==> src/rtl/vpu_sram_rd_burst_engine_pkg.sv <==
`default_nettype none
// ============================================================================
// Module   : vpu_sram_rd_burst_engine_pkg
// Purpose  : Shared SRAM geometry constants, burst limits and the per-port
//            read channel state encoding for the VPU SRAM read burst engine.
// Revision : 1.0 - initial release
// ============================================================================
package vpu_sram_rd_burst_engine_pkg;

  localparam int SRAM_R_PORT_CNT     = 3;
  localparam int SRAM_DATA_WIDTH     = 32;
  localparam int SRAM_BANK_CNT_LG2   = 3;
  localparam int SRAM_BANK_DEPTH_LG2 = 8;

  // Largest burst one command may request per port (power of two).
  localparam int MAX_BURST = 16;
  localparam int LEN_W     = $clog2(MAX_BURST);

  typedef enum logic [1:0] {
    RD_IDLE  = 2'd0,
    RD_REQ   = 2'd1,
    RD_ISSUE = 2'd2,
    RD_DRAIN = 2'd3
  } rd_chan_state_t;

endpackage
`default_nettype wire

==> src/rtl/vpu_sram_rd_chan.sv <==
`default_nettype none
// ============================================================================
// Module   : vpu_sram_rd_chan
// Purpose  : One SRAM read port. Requests its bank, issues len+1 read beats
//            while granted, counts returned data and flags unexpected returns.
// Revision : 1.0 - initial release
// Ports    : clk/rst        clock, synchronous active-high reset
//            start_i        load cfg_* and begin a burst (only honoured in idle)
//            cfg_rid_i      bank id          cfg_addr_i  base word address
//            cfg_len_i      beats minus one
//            ack_i          bank grant (level)
//            req_o/rid_o    bank request and bank id
//            addr_o         beat address     reb_o  active-low read strobe
//            rlast_o        final beat marker
//            rdata_i/rvalid_i   returned data
//            dout_valid_o/dout_data_o  registered return data
//            idle_next_o    channel will be idle next cycle
//            err_o          sticky: return data arrived when none was expected
// ============================================================================
module vpu_sram_rd_chan
  import vpu_sram_rd_burst_engine_pkg::*;
#(
  parameter int BANK_W = 3,
  parameter int ADDR_W = 8,
  parameter int DATA_W = 32,
  parameter int LEN_W  = 4
) (
  input  logic              clk,
  input  logic              rst,
  input  logic              start_i,
  input  logic [BANK_W-1:0] cfg_rid_i,
  input  logic [ADDR_W-1:0] cfg_addr_i,
  input  logic [LEN_W-1:0]  cfg_len_i,
  input  logic              ack_i,
  output logic              req_o,
  output logic [BANK_W-1:0] rid_o,
  output logic [ADDR_W-1:0] addr_o,
  output logic              reb_o,
  output logic              rlast_o,
  input  logic [DATA_W-1:0] rdata_i,
  input  logic              rvalid_i,
  output logic              dout_valid_o,
  output logic [DATA_W-1:0] dout_data_o,
  output logic              idle_next_o,
  output logic              err_o
);

  rd_chan_state_t    state_q, state_d;
  logic [BANK_W-1:0] rid_q;
  logic [ADDR_W-1:0] addr_q, addr_d;
  logic [LEN_W-1:0]  len_q;
  logic [LEN_W-1:0]  issue_cnt_q, issue_cnt_d;
  logic [LEN_W:0]    ret_cnt_q, ret_cnt_d;
  logic              dout_valid_q;
  logic [DATA_W-1:0] dout_data_q;
  logic              err_q;

  logic              w_beat;
  logic              w_last_beat;
  logic [LEN_W:0]    w_ret_target;
  logic              w_ret_ok;
  logic              w_ret_bad;

  assign w_beat       = (state_q == RD_ISSUE) && ack_i;
  assign w_last_beat  = w_beat && (issue_cnt_q == len_q);
  assign w_ret_target = {1'b0, len_q} + 1'b1;
  // Returns may overlap the issue phase; anything past len+1 beats, or
  // arriving while no burst is outstanding, is dropped and flagged.
  assign w_ret_ok     = rvalid_i
                        && ((state_q == RD_ISSUE) || (state_q == RD_DRAIN))
                        && (ret_cnt_q != w_ret_target);
  assign w_ret_bad    = rvalid_i && !w_ret_ok;

  always_comb begin
    state_d     = state_q;
    addr_d      = addr_q;
    issue_cnt_d = issue_cnt_q;
    ret_cnt_d   = ret_cnt_q;
    if (w_ret_ok) begin
      ret_cnt_d = ret_cnt_q + 1'b1;
    end
    case (state_q)
      RD_IDLE: begin
        if (start_i) begin
          state_d     = RD_REQ;
          addr_d      = cfg_addr_i;
          issue_cnt_d = '0;
          ret_cnt_d   = '0;
        end
      end
      RD_REQ: begin
        if (ack_i) begin
          state_d = RD_ISSUE;
        end
      end
      RD_ISSUE: begin
        if (w_beat) begin
          // Address wraps naturally modulo the bank depth.
          addr_d      = addr_q + 1'b1;
          issue_cnt_d = issue_cnt_q + 1'b1;
          if (w_last_beat) begin
            state_d = RD_DRAIN;
          end
        end
      end
      RD_DRAIN: begin
        if (w_ret_ok && (ret_cnt_d == w_ret_target)) begin
          state_d = RD_IDLE;
        end
      end
      default: state_d = RD_IDLE;
    endcase
  end

  always_ff @(posedge clk) begin
    if (rst) begin
      state_q      <= RD_IDLE;
      rid_q        <= '0;
      addr_q       <= '0;
      len_q        <= '0;
      issue_cnt_q  <= '0;
      ret_cnt_q    <= '0;
      dout_valid_q <= 1'b0;
      dout_data_q  <= '0;
      err_q        <= 1'b0;
    end else begin
      state_q      <= state_d;
      addr_q       <= addr_d;
      issue_cnt_q  <= issue_cnt_d;
      ret_cnt_q    <= ret_cnt_d;
      if (start_i && (state_q == RD_IDLE)) begin
        rid_q <= cfg_rid_i;
        len_q <= cfg_len_i;
      end
      dout_valid_q <= w_ret_ok;
      if (w_ret_ok) begin
        dout_data_q <= rdata_i;
      end
      if (w_ret_bad) begin
        err_q <= 1'b1;
      end
    end
  end

  assign req_o        = (state_q == RD_REQ) || (state_q == RD_ISSUE);
  assign rid_o        = rid_q;
  assign addr_o       = addr_q;
  assign reb_o        = !w_beat;
  assign rlast_o      = w_last_beat;
  assign dout_valid_o = dout_valid_q;
  assign dout_data_o  = dout_data_q;
  assign idle_next_o  = (state_d == RD_IDLE);
  assign err_o        = err_q;

endmodule
`default_nettype wire

==> src/rtl/vpu_sram_rd_burst_engine.sv <==
`default_nettype none
// ============================================================================
// Module   : vpu_sram_rd_burst_engine
// Purpose  : Multi-port SRAM read engine between VPU operand fetch and the
//            SRAM read ports. Accepts one command naming bank/base/length per
//            port, runs one burst per enabled port and pulses done when all
//            enabled ports have received their data.
// Revision : 1.0 - initial release
// Ports    : clk/rst                  clock, synchronous active-high reset
//            cmd_valid_i/cmd_ready_o  command handshake (ready == idle)
//            cmd_port_en_i            per-port enable
//            cmd_rid_i/cmd_addr_i     per-port bank id / base address
//            cmd_len_i                beats minus one, shared by all ports
//            req_o/ack_i/rid_o        per-port bank arbitration
//            addr_o/reb_o/rlast_o     per-port beat address, strobe (low), last
//            rdata_i/rvalid_i         per-port returned data
//            dout_valid_o/dout_data_o registered return data
//            busy_o/done_o/err_o      status
// ============================================================================
module vpu_sram_rd_burst_engine
  import vpu_sram_rd_burst_engine_pkg::*;
#(
  parameter int PORT_CNT  = SRAM_R_PORT_CNT,
  parameter int DATA_W    = SRAM_DATA_WIDTH,
  parameter int BANK_W    = SRAM_BANK_CNT_LG2,
  parameter int ADDR_W    = SRAM_BANK_DEPTH_LG2,
  parameter int MAX_BURST = vpu_sram_rd_burst_engine_pkg::MAX_BURST
) (
  input  logic                         clk,
  input  logic                         rst,
  input  logic                         cmd_valid_i,
  output logic                         cmd_ready_o,
  input  logic [PORT_CNT-1:0]          cmd_port_en_i,
  input  logic [PORT_CNT*BANK_W-1:0]   cmd_rid_i,
  input  logic [PORT_CNT*ADDR_W-1:0]   cmd_addr_i,
  input  logic [$clog2(MAX_BURST)-1:0] cmd_len_i,
  output logic [PORT_CNT-1:0]          req_o,
  input  logic [PORT_CNT-1:0]          ack_i,
  output logic [PORT_CNT*BANK_W-1:0]   rid_o,
  output logic [PORT_CNT*ADDR_W-1:0]   addr_o,
  output logic [PORT_CNT-1:0]          reb_o,
  output logic [PORT_CNT-1:0]          rlast_o,
  input  logic [PORT_CNT*DATA_W-1:0]   rdata_i,
  input  logic [PORT_CNT-1:0]          rvalid_i,
  output logic [PORT_CNT-1:0]          dout_valid_o,
  output logic [PORT_CNT*DATA_W-1:0]   dout_data_o,
  output logic                         busy_o,
  output logic                         done_o,
  output logic                         err_o
);

  localparam int CMD_LEN_W = $clog2(MAX_BURST);

  logic                busy_q, busy_d;
  logic                done_q, done_d;
  logic                w_accept;
  logic [PORT_CNT-1:0] w_idle_next;
  logic [PORT_CNT-1:0] w_err;

  assign w_accept = cmd_valid_i && !busy_q;

  generate
    for (genvar g = 0; g < PORT_CNT; g++) begin : g_chan
      vpu_sram_rd_chan #(
        .BANK_W (BANK_W),
        .ADDR_W (ADDR_W),
        .DATA_W (DATA_W),
        .LEN_W  (CMD_LEN_W)
      ) u_chan (
        .clk          (clk),
        .rst          (rst),
        .start_i      (w_accept && cmd_port_en_i[g]),
        .cfg_rid_i    (cmd_rid_i[g*BANK_W +: BANK_W]),
        .cfg_addr_i   (cmd_addr_i[g*ADDR_W +: ADDR_W]),
        .cfg_len_i    (cmd_len_i),
        .ack_i        (ack_i[g]),
        .req_o        (req_o[g]),
        .rid_o        (rid_o[g*BANK_W +: BANK_W]),
        .addr_o       (addr_o[g*ADDR_W +: ADDR_W]),
        .reb_o        (reb_o[g]),
        .rlast_o      (rlast_o[g]),
        .rdata_i      (rdata_i[g*DATA_W +: DATA_W]),
        .rvalid_i     (rvalid_i[g]),
        .dout_valid_o (dout_valid_o[g]),
        .dout_data_o  (dout_data_o[g*DATA_W +: DATA_W]),
        .idle_next_o  (w_idle_next[g]),
        .err_o        (w_err[g])
      );
    end
  endgenerate

  // Disabled ports never leave idle, so "all ports idle next cycle" is the
  // same as "all enabled ports finished". An empty command completes at once.
  always_comb begin
    busy_d = busy_q;
    done_d = 1'b0;
    if (w_accept) begin
      busy_d = |cmd_port_en_i;
      done_d = ~|cmd_port_en_i;
    end else if (busy_q && (&w_idle_next)) begin
      busy_d = 1'b0;
      done_d = 1'b1;
    end
  end

  always_ff @(posedge clk) begin
    if (rst) begin
      busy_q <= 1'b0;
      done_q <= 1'b0;
    end else begin
      busy_q <= busy_d;
      done_q <= done_d;
    end
  end

  assign cmd_ready_o = !busy_q;
  assign busy_o      = busy_q;
  assign done_o      = done_q;
  assign err_o       = |w_err;

endmodule
`default_nettype wire
==> config.mk <==
export PLATFORM = sky130hd
export DESIGN_NAME = vpu_sram_rd_burst_engine
export DESIGN_NICKNAME = d
export VERILOG_FILES = /design/src/rtl/vpu_sram_rd_burst_engine_pkg.sv /design/src/rtl/vpu_sram_rd_chan.sv /design/src/rtl/vpu_sram_rd_burst_engine.sv
export SDC_FILE = /design/constraint.sdc
export NUM_CORES = 1
export LEC_CHECK = 0
export BUFFER_PORTS_ARGS = -buffer_cell sky130_fd_sc_hd__buf_2
export CAP_MARGIN = 20
export CELL_PAD_IN_SITES_DETAIL_PLACEMENT = 0
export CELL_PAD_IN_SITES_GLOBAL_PLACEMENT = 1
export CORE_MARGIN = 2
export CORE_UTILIZATION = 27
export DETAILED_ROUTE_END_ITERATION = 8
export PLACE_DENSITY_LB_ADDON = 0.1
export REMOVE_ABC_BUFFERS = 1
export SLEW_MARGIN = 20
export SYNTH_ARGS = -nofsm -noshare
export SYNTH_HDL_FRONTEND = slang
export SYNTH_SLANG_ARGS = --single-unit
==> constraint.sdc <==
create_clock -name clk -period 2.9 [get_ports clk]
set_input_delay 0.58 -clock clk [delete_from_list [all_inputs] [get_ports clk]]
set_output_delay 0.58 -clock clk [all_outputs]
set_load 0.05 [all_outputs]
After elaboration in Yosys (flattened, before gate mapping)
Index checks and enable logic that the tools add are counted. Widths: inputs -> output; s select.

Register bits: 182. Output and inout port bits: 145.

$add $sub $neg: 12. Multiplexer cells: 49. Equality and inequality tests: 24. Reduce and logical (&&, ||, !) cells: 56.

Operators with widths (count): $mux 8 (6); $pmux 8 s2 (3); $mux 5 (9); $mux 2 (15); $logic_and 1x1->1 (26); $add 8x1->8 const B (3); $mux 4 (6); $pmux 2 s4 (3); $pmux 4 s2 (3); $add 4x1->5 const B (3); $add 5x1->5 const B (3); $eq 5x5->1 (3); $ne 5x5->1 (3); $add 4x1->4 const B (3); $eq 2x2->1 const B (6); $eq 4x4->1 (3); $logic_not 2->1 (6); $ne 2x1->1 const B (6); $reduce_and 3->1 (4); $logic_not 1->1 (8); $reduce_bool 2->1 (4); $eq 2x1->1 const B (3); $logic_or 1x1->1 (6); $reduce_or 3->1 (2); $mux 1 (4).

Depth between registers and ports, before layout
Gate-level depths: netlist of run 1.

Depth after elaboration: 14. Gate-level depth with buffers: 12. Depth with buffers taken out: 10.

Cells and area by module
A second synthesis of run 1 with hierarchy kept.

Cells, all modules: 912. Area total of the unflattened synthesis: 8323.0 um^2.

By module, submodules not included: vpu_sram_rd_chan (g_chan[0].u_chan ...) (cells each 296, area an instance 2718.9 um^2, instances 2, seq. area each 1201.2 um^2); vpu_sram_rd_chan (g_chan[2].u_chan) (cells each 304, area an instance 2746.4 um^2, instances 1, seq. area each 1201.2 um^2); vpu_sram_rd_burst_engine (cells each 16, area an instance 138.9 um^2, instances 1, seq. area each 40.0 um^2).

Worst setup path after synthesis of run 1
OpenSTA, ideal clock, no wires.

Path type: register -> register. Start point: register g_chan[0].u_chan.len_q[0]. End point: register busy_q, in the netlist busy_o. Setup time: 115 ps. Data required time: 2785 ps. Cell stages (with the launch flop): 10. Buffers on the path: 0. Clock period less this slack: 2311 ps. Arrival: 2196 ps. Path slack: 589 ps. Cells stage by stage: dfxtp_1 > ha_1 > xor2_1 > nor2_1 > a41oi_2 > a2111oi_2 > a21boi_1 > a31oi_1 > nand4_1 > and2_1.

Word-level cells in the longest chain between the ends: 12. Elaborated cells between the ends (all ways): 16. Classes of those cells: 1 x add/sub; 3 x eq/ne; 5 x mux; 7 x reduce/logical.

RTL lines: start, declared (RTL line vpu_sram_rd_chan.sv:51) `logic [LEN_W-1:0] len_q;`; start signal, assigned (RTL line vpu_sram_rd_chan.sv:133) `len_q <= cfg_len_i;`; $add 4x1->5 (RTL line vpu_sram_rd_chan.sv:66) `assign w_ret_target = {1'b0, len_q} + 1'b1;`; $ne 5x5->1 (RTL line vpu_sram_rd_chan.sv:71) `&& (ret_cnt_q != w_ret_target);`; $logic_and 1x1->1 (RTL line vpu_sram_rd_chan.sv:71); $mux 5 (RTL line vpu_sram_rd_chan.sv:79) `if (w_ret_ok) begin`; $eq 5x5->1 (RTL line vpu_sram_rd_chan.sv:107) `if (w_ret_ok && (ret_cnt_d == w_ret_target)) begin`; $logic_and 1x1->1 (RTL line vpu_sram_rd_chan.sv:107); $mux 2 (RTL line vpu_sram_rd_chan.sv:107); $pmux 2 s4 * (RTL line vpu_sram_rd_chan.sv:82) `case (state_q)`; $logic_not 2->1 * (RTL line vpu_sram_rd_chan.sv:152) `assign idle_next_o = (state_d == RD_IDLE);`; $reduce_and 3->1 * (RTL line vpu_sram_rd_burst_engine.sv:100) `end else if (busy_q && (&w_idle_next)) begin`; $logic_and 1x1->1 * (RTL line vpu_sram_rd_burst_engine.sv:100); $reduce_bool 2->1 (no source line) *; end signal, assigned (RTL line vpu_sram_rd_burst_engine.sv:111) `busy_q <= busy_d;`; end, declared (RTL line vpu_sram_rd_burst_engine.sv:54) `logic busy_q, busy_d;`.

Every way passes the cells marked *; elsewhere a longest branch is shown, timed or not. A chain may end at the register's enable or synchronous reset.

Worst setup path in the final report of run 1
Start point: register g_chan[2].u_chan.state_q[0]. End point: output rlast_o[2].

Word-level cells in the longest chain between the ends: 3.

RTL lines: start, declared (RTL line vpu_sram_rd_chan.sv:48) `rd_chan_state_t state_q, state_d;`; start signal, assigned (RTL line vpu_sram_rd_chan.sv:127) `state_q <= state_d;`; $eq 2x2->1 (RTL line vpu_sram_rd_chan.sv:64) `assign w_beat = (state_q == RD_ISSUE) && ack_i;`; $logic_and 1x1->1 (RTL line vpu_sram_rd_chan.sv:64); $logic_and 1x1->1 (RTL line vpu_sram_rd_chan.sv:65) `assign w_last_beat = w_beat && (issue_cnt_q == len_q);`; end, declared (RTL line vpu_sram_rd_burst_engine.sv:42) `output logic [PORT_CNT-1:0] rlast_o,`.

No other way between the ends.

==> run summary, run 1 <==
=================================================================================
Result of the run .................................................. finished, final reports clean
X dimension of the die .............................................       178 um
Die height .........................................................       178 um
Count of TritonRoute iterations in the first routing pass ..........            4
Worst min-delay path category ......................................    in -> reg
Number of instances in the synthesized netlist .....................         1029
Worst setup slack before clock tree synthesis ......................     0.376 ns
Most frequent cell after synthesis ................................. sky130_fd_sc_hd__nand2_1
Final non-filler cell area .........................................    10600 um2
Actual slew at the worst max-slew pin ..............................     0.809 ns
Crit path capture type .............................................  output port
Setup repair bufs after CTS ........................................            0
Cells after DPL ....................................................         1665
Pleak ..............................................................      4.62 nW
CTS Root Cell ...................................................... sky130_fd_sc_hd__clkbuf_16
Number of pins with negative max-slew slack in the final report ....            0
Max rail drop VDD ..................................................       350 uV
Clock Skews ........................................................    0.0104 ns
Drt first-iter violations ..........................................          288
RD Place Congestion ................................................        0.808
Synthesized area ...................................................     8180 um2
Startpoint type of the worst setup path ............................    flip-flop
Total cell area at the placement stage .............................    10000 um2
Final setup violation count ........................................            0
Sinks on Clock Net .................................................          182
Maximum fanout encountered on the critical timing path .............           12
Clock buffer depth .................................................            2
Final-stage net count ..............................................         1463
Non-filler instance count after layout .............................         1699
Async SR Flop Fraction .............................................            0
Distinct cell type count after synthesis ...........................           58
Global-route total usage across every layer ........................        0.154
Final critical path time including I/O delays and setup ............      2.69 ns
Antenna violations before repair ...................................            1
Clk pin slew, worst setup/hold paths ...............................      0.08 ns
Number of core rows ................................................           63
FMAX ...............................................................      371 MHz
DIE AREA ...........................................................    31700 um2
Clock tree from TritonCTS ..........................................         done
PwrDens ............................................................   618 nW/um2
Final worst slack ..................................................     0.205 ns
CTS H-tree depth ...................................................            4
Top cells by count, synth .......................................... sky130_fd_sc_hd__nand2_1 (291), sky130_fd_sc_hd__dfxtp_1 (182), sky130_fd_sc_hd__a21oi_1 (139)
# Max-Cap Violations ...............................................            0
Post-detailed-route count of antenna-violating nets ................            0
Headroom to the max-slew limit .....................................        0.461
First-pass GRT wire length .........................................     38700 um
Req. time, crit path ...............................................      2.32 ns
Biggest area consumer among synthesized cells ...................... sky130_fd_sc_hd__dfxtp_1
Number of top-level design ports ...................................          290
IO buf count .......................................................          289
Synth-to-layout area growth ........................................        30.0%
Initial core utilization ...........................................        0.275
Most common flop cell mapped by yosys .............................. sky130_fd_sc_hd__dfxtp_1
Number of buffers inserted during clock tree synthesis .............           17
Drc violations .....................................................            0
Portion of synthesized cell area occupied by the leading cell type .        0.445
Number of failing hold endpoints at the final stage ................            0
Fin crit share .....................................................        0.929
Routed wire length .................................................     25200 um
Total negative slack ...............................................         0 ns
Critical path type .................................................   reg -> out
Top post-synthesis cells by area ................................... sky130_fd_sc_hd__dfxtp_1 (45%), sky130_fd_sc_hd__nand2_1 (13%), sky130_fd_sc_hd__a21oi_1 (8.5%), sky130_fd_sc_hd__ha_1 (3.7%), sky130_fd_sc_hd__nor2_1 (2.9%)
Remaining global-route overflow ....................................            0
Pin count of the biggest net entering global routing ...............           40
Via Count ..........................................................         7714
Number of enable flip-flop cells after synthesis ...................            0
Number of synthesized register bits ................................          182
Mean routed wirelength per cell ....................................      14.8 um
Arrival time reported for the critical path endpoint ...............      2.11 ns
Unrepaired setup endpoints after global routing ....................        false
Placed wire-length estimate ........................................     18200 um
Fraction of final layout cells with drive strength greater than 1 ..        0.275
Floorplan core area ................................................    29700 um2
Total number of yosys warnings .....................................            0
Source-to-sink clock delay at the later pin of the worst-skew pair .      0.43 ns
Post-DR vias/cell ..................................................         4.54
Setup slack on the worst flop-to-flop path .........................      0.38 ns
Portion of the post-synthesis area used by sequential elements .....        0.445
Mean instance size in the synthesized netlist ......................     7.95 um2
Via count of the first global-routing pass .........................         7231
=================================================================================
-- path summary, 6_finish.rpt --
path,start,depth (start not counted),endpoint
setup / recovery,g_chan[2].u_chan.state_q[0],6,rlast_o[2]
hold / removal,rdata_i[30],3,g_chan[0].u_chan.dout_data_o[30]
setup reg to reg,g_chan[0].u_chan.len_q[0],9,busy_o
hold reg to reg,g_chan[2].u_chan.dout_data_o[11],2,g_chan[2].u_chan.dout_data_o[11]
-- sequential cells by signal, summed over array words and instances (netlist names) --
| register | flops |
|---|---|
| g_chan.u_chan.rid_o | 9 |
| g_chan.u_chan.dout_data_o | 96 |
| g_chan.u_chan.state_q | 6 |
| g_chan.u_chan.err_o | 3 |
| busy_o | 1 |
| g_chan.u_chan.issue_cnt_q | 12 |
| done_o | 1 |
| g_chan.u_chan.ret_cnt_q | 15 |
| g_chan.u_chan.len_q | 12 |
| g_chan.u_chan.dout_valid_o | 3 |
| g_chan.u_chan.addr_o | 24 |
-- worst max-delay path: stages, from the launching register on --
cell and delay, ns:
sky130_fd_sc_hd__dfxtp_1 0.36, sky130_fd_sc_hd__inv_1 0.10, sky130_fd_sc_hd__ha_1 0.17, sky130_fd_sc_hd__buf_4 0.19, sky130_fd_sc_hd__nand2_1 0.14, sky130_fd_sc_hd__nor3_1 0.38, sky130_fd_sc_hd__buf_2 0.34
-- cell usage in the layout, fill, tap and decap left out, drive strengths merged, types with 2 or more instances in the layout --
master	count
xnor2	24
nor2	64
ha	24
diode	2
nor3	5
xnor3	3
o2bb2ai	3
xor2	27
nand3	29
o21a	2
or3	5
a41oi	2
mux2i	4
clkinvlp	3
a41o	2
dfxtp	182
a22oi	21
clkbuf	21
a211oi	4
o31ai	11
nand2	291
buf	315
a21oi	139
a2111oi	3
inv	19
nand2b	8
nor2b	5
mux2	2
a311oi	4
o21ai	21
a22o	7
or2	4
clkinv	8
nand4	8
a21o	5
o41ai	2
and3	10
and2	4
-- what timing repair did --
item | 4_1_cts | 5_1_grt
gates resized for setup | 0 | 3
setup endpoints to repair | 0 | 2
hold buffers | 0 | 0
-- through the flow --
stage | hold slack (ns) | util | total power [W]
floorplan | 0.429 | - | 0.00383
detailed placement | 0.443 | 0.338 | 0.00435
finish | 0.372 | 0.358 | 0.00657
global route | 0.353 | 0.358 | 0.00696
global placement | 0.439 | 0.338 | 0.00435
CTS | 0.347 | 0.357 | 0.00670
-- routing by layer --
metal / vias to the layer above / part of all wire / global-route usage
li1: 3993 / - / -
met5: - / 0 / 0
met3: 15 / 0.061 / 0.0384
met2: 183 / 0.47 / 0.251
met4: 0 / 0.011 / 0.0488
met1: 3523 / 0.46 / 0.200
-- power breakdown --
part           internal (W)  leakage, nW  switching [W]
Sequential          0.00264         1.47       0.000131
Combinational      0.000474         2.88        0.00103
Clock               0.00122        0.269        0.00108
Total               0.00433         4.62        0.00224
-- area by class of cell --
cell class | instances | area, um2
multi-input combinational | 758 | 4180
inverter | 19 | 71.3
timing repair buffer | 316 | 1680
clock inverter | 12 | 121
clock buffer | 20 | 447
antenna | 2 | 5.00
tap | 390 | 488
sequential | 182 | 3640
fill | 3230 | 19100
-- cells by family after synthesis --
family          Yosys count  share of synthesized area
flops                   182                      0.445
compound gates          237                      0.178
simple gates            437                      0.221
fa+ha+maj                24                     0.0367
mux                       6                    0.00765
buf+inv                  89                     0.0474
xor+xnor                 54                     0.0638
Note: power is estimated with default switching activity, not from simulation.
==> inputs of run 2 (changes only) <==
--- a/config.mk
+++ b/config.mk
@@ -11,6 +11,7 @@
 export CELL_PAD_IN_SITES_GLOBAL_PLACEMENT = 1
 export CORE_MARGIN = 2
 export CORE_UTILIZATION = 27
+export CTS_BUF_LIST = sky130_fd_sc_hd__clkbuf_4 sky130_fd_sc_hd__clkbuf_8 sky130_fd_sc_hd__clkbuf_16
 export DETAILED_ROUTE_END_ITERATION = 8
 export PLACE_DENSITY_LB_ADDON = 0.1
 export REMOVE_ABC_BUFFERS = 1
==> run 2 against run 1 <==
  * Register-to-register slack about the same
  * Clock skew about the same
  * Hold slack about the same
  * Critical path depth unchanged
  * Sequential share of layout area about the same
  * Worst setup slack about the same
  * Via count about the same
  * Sequential cell count unchanged
  * Critical path type unchanged
  * Clock power about the same
  * Die area unchanged
  * Critical endpoint unchanged
  * Global-route usage about the same
  * Wire length about the same
==> run summary, run 2 (synthesized netlist as in run 1, its figures left out) <==
=================================================================================
RD Place Congestion ................................................        0.808   unchanged
Number of failing hold endpoints at the final stage ................            0   unchanged
Leading cell type in the layout, fill and taps excluded ............ sky130_fd_sc_hd__nand2_1
Mean routed wirelength per cell ....................................      14.8 um   about the same
Source-to-sink clock delay at the later pin of the worst-skew pair .      0.43 ns   about the same
Source of the critical timing path ................................. g_chan[2].u_chan.state_q[0]
Worst min-delay path category ......................................    in -> reg
Unrepaired setup endpoints after global routing ....................        false
Count of TritonRoute iterations in the first routing pass ..........            4   unchanged
Placed wire-length estimate ........................................     18200 um   unchanged
Total negative slack ...............................................         0 ns   unchanged
DIE AREA ...........................................................    31700 um2   unchanged
Global-route total usage across every layer ........................        0.154   about the same
Multi-input logic area .............................................     4180 um2   unchanged
Number of buffers inserted during clock tree synthesis .............           17   unchanged
Clock tree from TritonCTS ..........................................         done
Final core utilization .............................................        0.358   about the same
Number of core rows ................................................           63   unchanged
Number of filler cells placed in the layout ........................         3231   +0.031%
Post-DR vias/cell ..................................................         4.54   about the same
Critical R2R Launch ................................................ g_chan[0].u_chan.len_q[0]
Routed wire length .................................................     25200 um   about the same
Pleak ..............................................................      4.63 nW   +0.15%
Number of pins with negative max-slew slack in the final report ....            0   unchanged
IO buf count .......................................................          289   unchanged
Post-detailed-route count of antenna-violating nets ................            0   unchanged
Actual slew at the worst max-slew pin ..............................     0.808 ns   -0.000646 ns
Floorplan core area ................................................    29700 um2   unchanged
Top library cells by usage in the layout, fill and taps aside ...... sky130_fd_sc_hd__nand2_1 (291), sky130_fd_sc_hd__buf_2 (287), sky130_fd_sc_hd__dfxtp_1 (182)
Clk pin slew, worst setup/hold paths ...............................      0.08 ns   about the same
CTS Root Cell ...................................................... sky130_fd_sc_hd__clkbuf_16
Number of flip-flops under the largest register name ...............           96   unchanged
Sequential cell area ...............................................     3640 um2   unchanged
Drc violations .....................................................            0   unchanged
Clock Skews ........................................................    0.0101 ns   -0.000292 ns
Sinks on Clock Net .................................................          182   unchanged
Initial core utilization ...........................................        0.275   unchanged
Number of top-level design ports ...................................          290   unchanged
Maximum single-stage delay on the critical path ....................      0.38 ns   about the same
Startpoint type of the worst setup path ............................    flip-flop
# Max-Cap Violations ...............................................            0   unchanged
CTS hold repair buffers ............................................            0   unchanged
Total of cells resized after clock tree synthesis ..................            0   unchanged
FMAX ...............................................................      371 MHz   about the same
Final worst slack ..................................................     0.205 ns   +0.000259 ns
Hold_sp ............................................................  rdata_i[30]
Critical path type .................................................   reg -> out
Arrival time reported for the critical path endpoint ...............      2.11 ns   about the same
Headroom to the max-slew limit .....................................        0.461   about the same
Final-stage net count ..............................................         1463   unchanged
Critical-path top delay cell ....................................... sky130_fd_sc_hd__nor3_1
Via count of the first global-routing pass .........................         7232   +0.014%
Antenna violations before repair ...................................            1   unchanged
Fraction of final layout cells with drive strength greater than 1 ..        0.276   +0.00153
Remaining global-route overflow ....................................            0   unchanged
Pin count of the biggest net entering global routing ...............           40   unchanged
Fin crit share .....................................................        0.929   about the same
Worst setup slack before clock tree synthesis ......................     0.376 ns   unchanged
First-pass GRT wire length .........................................     38600 um   about the same
Max rail drop VDD ..................................................       349 uV   -0.14%
Clock buffer depth .................................................            2   unchanged
Critical path, cell by cell ........................................ inv_1, ha_1, buf_4, nand2_1, nor3_1, buf_2
Die height .........................................................       178 um   unchanged
PwrDens ............................................................   619 nW/um2   +0.22%
Setup repair bufs after CTS ........................................            0   unchanged
Final critical path time including I/O delays and setup ............      2.69 ns   -0.000259 ns
Result of the run .................................................. finished, final reports clean
Crit path capture type .............................................  output port
Via Count ..........................................................         7720   +0.078%
Synth-to-layout area growth ........................................        30.1%   about the same
Drt first-iter violations ..........................................          288   unchanged
Maximum fanout encountered on the critical timing path .............           12   unchanged
CTS H-tree depth ...................................................            4   unchanged
X dimension of the die .............................................       178 um   unchanged
Req. time, crit path ...............................................      2.32 ns   about the same
Final setup violation count ........................................            0   unchanged
=================================================================================
[run 2: cell types whose count changed in the layout (fill, tap and decap cells not counted)]
cell and delta:
sky130_fd_sc_hd__clkbuf_1 -2, sky130_fd_sc_hd__clkbuf_4 +2
[run 2: metrics by stage]
step | hold slack [ns] | std cells | power [W] | area, um2
floorplan | 0.429 | 959 | 0.00383 | 7870
global placement | 0.439 | 1665 | 0.00435 | 10000
detailed placement | 0.443 | 1665 | 0.00435 | 10000
CTS | 0.347 | 1697 | 0.00672 | 10600
global route | 0.353 | 1698 | 0.00698 | 10600
finish | 0.372 | 1699 | 0.00659 | 10600
[run 2: critical path: cells and delay by family, from the launching register on]
family,cells,cell delay [ns]
adder cells (fa/ha/maj),1,0.17
AND/OR/NAND/NOR,2,0.52
flip-flops,1,0.36
buffers and inverters,3,0.63
[run 2: layout make-up]
cell class                 instances  share of cell area
multi-input combinational        758               0.393
sequential                       182               0.342
timing repair buffer             316               0.158
tap                              390              0.0459
clock buffer                      20              0.0427
clock inverter                    12              0.0114
inverter                          19             0.00670
antenna                            2            0.000470
[run 2: final timing paths]
kind	to	slack, ns	cells after the start
max	rlast_o[2]	0.21	6
min	g_chan[0].u_chan.dout_data_o[30]	0.37	3
min reg2reg	g_chan[2].u_chan.dout_data_o[11]	0.45	2
max reg2reg	busy_o	0.38	9
[run 2: power breakdown]
group	internal [W]	total (W)	leakage, nW	switching, W
Combinational	0.000474	0.00151	2.88	0.00103
Clock	0.00124	0.00232	0.276	0.00108
Sequential	0.00264	0.00277	1.47	0.000131
Total	0.00435	0.00659	4.63	0.00224
[run 2: layer usage]
layer	wire, um	global-route usage	vias up	share of wire
met5	0	0	-	0
met4	275	0.0488	0	0.011
met3	1600	0.0384	15	0.063
met2	11900	0.251	192	0.47
met1	11500	0.200	3521	0.46
li1	-	-	3992	-
